`src/rtl/seq_calculator.sv`:
```
// seq_calculator: handshaked add/sub/mul/div/mod on WIDTH-bit unsigned operands.
// Add/sub/mul and the error cases finish at accept time. Div/mod with a non-zero
// divisor run a restoring divider, MSB first, one step per cycle.
module seq_calculator #(
  parameter int unsigned WIDTH = 4
) (
  input  logic               clk,
  input  logic               rst,
  input  logic               in_valid,
  output logic               in_ready,
  input  logic [WIDTH-1:0]   a,
  input  logic [WIDTH-1:0]   b,
  input  logic [2:0]         oper,
  output logic               out_valid,
  input  logic               out_ready,
  output logic [2*WIDTH-1:0] out,
  output logic               err
);
  localparam int unsigned OW = 2 * WIDTH;
  localparam int unsigned CW = $clog2(WIDTH + 1);

  localparam logic [2:0] OP_ADD = 3'b000;
  localparam logic [2:0] OP_SUB = 3'b001;
  localparam logic [2:0] OP_MUL = 3'b010;
  localparam logic [2:0] OP_DIV = 3'b011;
  localparam logic [2:0] OP_MOD = 3'b100;

  typedef enum logic [1:0] {IDLE, BUSY, DONE} state_t;

  state_t           state_q, state_d;
  logic [WIDTH-1:0] rem_q, rem_d;
  logic [WIDTH-1:0] quo_q, quo_d;
  logic [WIDTH-1:0] dvs_q, dvs_d;
  logic [CW-1:0]    cnt_q, cnt_d;
  logic             mod_q, mod_d;
  logic [OW-1:0]    out_q, out_d;
  logic             err_q, err_d;
  logic             out_valid_q, out_valid_d;

  logic             accept;
  logic             slow_op;
  logic [OW-1:0]    fast_out;
  logic             fast_err;
  logic [WIDTH:0]   trial;
  logic [WIDTH:0]   diff;
  logic [WIDTH-1:0] rem_step;
  logic [WIDTH-1:0] quo_step;

  assign in_ready  = (state_q == IDLE);
  assign accept    = in_valid && in_ready;
  assign slow_op   = ((oper == OP_DIV) || (oper == OP_MOD)) && (b != '0);
  assign out_valid = out_valid_q;
  assign out       = out_q;
  assign err       = err_q;

  // Single-cycle results; the div/mod arms only apply to a zero divisor
  always_comb begin
    fast_out = '0;
    fast_err = 1'b0;
    case (oper)
      OP_ADD: fast_out = OW'(a) + OW'(b);
      OP_SUB: fast_out = OW'(a) - OW'(b);
      OP_MUL: fast_out = OW'(a) * OW'(b);
      OP_DIV: begin
        fast_out = OW'({WIDTH{1'b1}});
        fast_err = 1'b1;
      end
      OP_MOD: begin
        fast_out = OW'(a);
        fast_err = 1'b1;
      end
      default: fast_err = 1'b1;
    endcase
  end

  // One restoring step: shift in the next dividend bit, subtract if it fits
  always_comb begin
    trial = {rem_q, quo_q[WIDTH-1]};
    diff  = trial - {1'b0, dvs_q};
    if (diff[WIDTH]) begin
      rem_step = trial[WIDTH-1:0];
      quo_step = {quo_q[WIDTH-2:0], 1'b0};
    end else begin
      rem_step = diff[WIDTH-1:0];
      quo_step = {quo_q[WIDTH-2:0], 1'b1};
    end
  end

  // Next-state logic
  always_comb begin
    state_d = state_q;
    case (state_q)
      IDLE: if (accept) state_d = slow_op ? BUSY : DONE;
      BUSY: if (cnt_q == CW'(1)) state_d = DONE;
      DONE: if (out_ready) state_d = IDLE;
      default: state_d = IDLE;
    endcase
  end

  // Datapath and registered outputs
  always_comb begin
    rem_d       = rem_q;
    quo_d       = quo_q;
    dvs_d       = dvs_q;
    cnt_d       = cnt_q;
    mod_d       = mod_q;
    out_d       = out_q;
    err_d       = err_q;
    out_valid_d = out_valid_q;
    case (state_q)
      IDLE: begin
        if (accept) begin
          rem_d = '0;
          quo_d = a;
          dvs_d = b;
          cnt_d = CW'(WIDTH);
          mod_d = (oper == OP_MOD);
          if (!slow_op) begin
            out_d       = fast_out;
            err_d       = fast_err;
            out_valid_d = 1'b1;
          end
        end
      end
      BUSY: begin
        rem_d = rem_step;
        quo_d = quo_step;
        cnt_d = cnt_q - CW'(1);
        // The final step's combinational result goes straight to the output
        if (cnt_q == CW'(1)) begin
          out_d       = mod_q ? OW'(rem_step) : OW'(quo_step);
          err_d       = 1'b0;
          out_valid_d = 1'b1;
        end
      end
      DONE: if (out_ready) out_valid_d = 1'b0;
      default: out_valid_d = 1'b0;
    endcase
  end

  // State register with synchronous reset
  always_ff @(posedge clk) begin
    if (rst) begin
      state_q     <= IDLE;
      rem_q       <= '0;
      quo_q       <= '0;
      dvs_q       <= '0;
      cnt_q       <= '0;
      mod_q       <= 1'b0;
      out_q       <= '0;
      err_q       <= 1'b0;
      out_valid_q <= 1'b0;
    end else begin
      state_q     <= state_d;
      rem_q       <= rem_d;
      quo_q       <= quo_d;
      dvs_q       <= dvs_d;
      cnt_q       <= cnt_d;
      mod_q       <= mod_d;
      out_q       <= out_d;
      err_q       <= err_d;
      out_valid_q <= out_valid_d;
    end
  end
endmodule

```
`config.mk`:
```
export PLATFORM = sky130hd
export DESIGN_NAME = seq_calculator
export DESIGN_NICKNAME = d
export VERILOG_FILES = /design/src/rtl/seq_calculator.sv
export SDC_FILE = /design/constraint.sdc
export NUM_CORES = 1
export LEC_CHECK = 0
export CORE_MARGIN = 4
export CORE_UTILIZATION = 35
export DETAILED_ROUTE_END_ITERATION = 16
export HOLD_SLACK_MARGIN = 0.02
export PLACE_DENSITY = 0.57
export SYNTH_ARGS = -nofsm -noshare
export SYNTH_HDL_FRONTEND = slang
export SYNTH_SLANG_ARGS = --single-unit
export TNS_END_PERCENT = 5
```
`constraint.sdc`:
```
create_clock -name clk -period 9.8 [get_ports clk]
set_input_delay 1.96 -clock clk [delete_from_list [all_inputs] [get_ports clk]]
set_output_delay 1.96 -clock clk [all_outputs]
set_load 0.02 [all_outputs]
```
==> results.toml <==
[status]
status = "finished clean"

[power]
vdd_drop_max_v = 0.0000646
leakagePower_uw = 0.00106
power.density_mw_per_mm2 = 109

[layout]
fillerInstances = 665
final_util_pct = 41.4
final_cells = 374
synthToLayoutAreaGrowth_pct = 13.1
fin_nets = 347
layout_commonest_cell = "nand2_1"
antennaDiodeCount = 0
final_cell_mix = "nand2_1 (32), dfxtp_1 (28), a21oi_1 (26), ha_1 (26), clkdlybuf4s50_1 (25)"
drive_above_1_share_pct = 7.41
finalInstanceArea_mm2 = 0.00268

[die]
core-area_mm2 = 0.00646
die-height_um = 90.2
initial_core_util_pct = 36.7
ioPinCount = 26
die_x_um = 90.2
fp.dieArea_mm2 = 0.00814
placementRows = 29

[synth]
syn_nets = 331
synth-async-reset-ratio_pct = 0
avgSynthCellArea_um2 = 8.36
synth-main-ff-cell = "dfxtp_1"
ys_seq_area_share_pct = 23.7
synth_area_mm2 = 0.00237
synth_edf_count = 0
synth_cell_type_count = 52
ys_warn_count = 0
synth_cells = 283
ys_seq_elements = 28

[sta]
fmax_mhz = 198
fin_crit_ps = 5060
tightest_slew_ps = 802
rsz0062_at_grt = "no"
slew_headroom_pct = 45.7
hold_violations = 0
skew_ps = 2.62
slew_violations = 0
fin_tns_setup_ps = 0
fin_crit_sh_pct = 51.7
setup_slack_ps = 4740
setup_viol = 0

[detailed_routing]
top_layer = "met4"
drt_wl_total_um = 5410
met3_length_um = 183
drc = 0
drt_iter0_drc = 151
wl_met2_um = 2650
firstDrtPassIters = 4
viasPerCell = 5.36
num_vias = 2006
met1_length_um = 2540
wl_per_cell_um = 14.5
ant_nets = 0

[min_path]
hold_end = "dvs_q[2]$_SDFFE_PP0P_"
hold_depth = 2
hp-start = "dvs_q[2]$_SDFFE_PP0P_"
min_path_type = "reg2reg"

[clock_tree]
cts_sinks = 28
path_clk_slew_ps = 90
clockBufferDepth = 2
postCtsSetupBuffers = 0
clk_latency_ps = 270
cts_hold_buf = 0
cts_tree = "built"
ctsRootBufferMaster = "clkbuf_8"
cts_resized = 0
cts_made_buffers = 3
h-tree-depth = 1

[global_route]
gr-total-overflow = 0
grt_pass1_wl_um = 9450
grtUsageTotal_pct = 13.7
antenna_found_initial = 0
grt_max_degree = 31
grt_pass1_vias = 2035

[critical_path]
worst_path_most_repeated_cell = "fa_1"
cpPeakStageDelay_ps = 670
rrSetupSlack_ps = 7280
worstPathMaxFanout = 7
worst_ep_arrival_time_ps = 5230
critPathKind = "in2reg"
critPathSlowestCell = "clkdlybuf4s50_1"
crit_path_end_kind = "register"
rr_endpoint = "out[3]$_SDFFE_PP0P_"
reg2reg_depth = 10
r2r_start = "quo_q[3]$_SDFFE_PP0P_"
worst_ep_required_time_ps = 9970
cp_cell_sequence = "clkdlybuf4s50_1 > nand2_1 > fa_1 > inv_1 > fa_1 > inv_1 > fa_1 > a21oi_1 > a221o_1 > a221o_1"
cp-start-kind = "input port"

[place]
dpl-instance-area_mm2 = 0.00264
placed_cells = 371
port_buffers = 25
hpwl_um = 4300
dp_slack_ps = 4420
finalWeightedCongestion = 0.834

[flow_run]
max_cap_viol_count = 0
[sequential cells by signal, indices dropped and copies added, names as in the netlist, 2 cells and up]
signal	flops
out	8
dvs_q	4
quo_q	4
rem_q	4
cnt_q	3
state_q	2
[per-stage QoR]
stage	hold WS, ps	power (uW)
after floorplan	436	202
final	458	291
after global placement	449	231
after CTS	461	295
after global routing	488	312
after detailed placement	448	232
[critical path: cells and delay by family]
family / cells / cell delay (ps)
AOI/OAI and AO/OA: 3 / 670
adders and majority gates: 3 / 1660
buffers and inverters: 3 / 800
and+or+nand+nor: 1 / 150
[synthesized netlist by cell type, types with 4 or more instances]
master | count | share of area, %
nand3_1 | 5 | 1.1
a21oi_2 | 5 | 1.8
dfxtp_1 | 28 | 24
o21ai_0 | 5 | 1.1
ha_1 | 26 | 14
a311oi_1 | 5 | 1.8
nor3_1 | 5 | 1.1
a21oi_1 | 26 | 5.5
nor2b_1 | 6 | 1.6
nor2_1 | 24 | 3.8
clkbuf_1 | 8 | 1.3
nand2b_1 | 4 | 1.1
fa_1 | 7 | 5.9
a21o_1 | 4 | 1.3
nand2_1 | 32 | 5.1
xor2_1 | 5 | 1.8
and2_1 | 8 | 2.1
inv_1 | 23 | 3.6
nor3b_1 | 4 | 1.3
[how the worst max path moves through the flow]
stage	start	end	slack [ps]	cells past startpoint
after floorplan	a[0]	out[3]$_SDFFE_PP0P_	5330	9
after detailed placement	b[3]	out[3]$_SDFFE_PP0P_	4420	10
final	b[3]	out[3]$_SDFFE_PP0P_	4740	10
after CTS	b[3]	out[3]$_SDFFE_PP0P_	4730	10
after global routing	b[3]	out[6]$_SDFFE_PP0P_	4570	13
after global placement	a[1]	out[3]$_SDFFE_PP0P_	4500	10
[logic make-up after synthesis]
group / count (synthesis) / share of synthesized area [%]
xor gates and xnor gates: 8 / 3.75
and+or+nand+nor: 98 / 20.9
adders and majority gates: 33 / 19.7
buffers and inverters: 38 / 7.29
DFF: 28 / 23.7
muxes: 6 / 2.70
AOI/OAI and AO/OA: 72 / 22.0
[area by class of cell]
| class | count | area [um^2] | share of cell area [%] |
|---|---|---|---|
| inverter | 23 | 86.3 | 3.23 |
| clock buffer | 3 | 41.3 | 1.54 |
| sequential | 28 | 561 | 20.9 |
| multi-input combinational | 217 | 1630 | 61.1 |
| timing repair buffer | 26 | 258 | 9.63 |
| tap | 77 | 96.3 | 3.60 |
[layer usage]
metal	up-vias	GRT usage (%)
li1	1015	-
met1	953	17.5
met2	34	24.3
met3	4	2.84
met4	0	1.66
met5	-	0
[power by group]
| group | switching (uW) | total (uW) | internal (uW) |
|---|---|---|---|
| registers | 4.88 | 125 | 120 |
| logic | 57.7 | 104 | 46.0 |
| clock network | 34.7 | 62.3 | 27.6 |
| total | 97.3 | 291 | 194 |
Note: power is estimated with default switching activity, not from simulation.
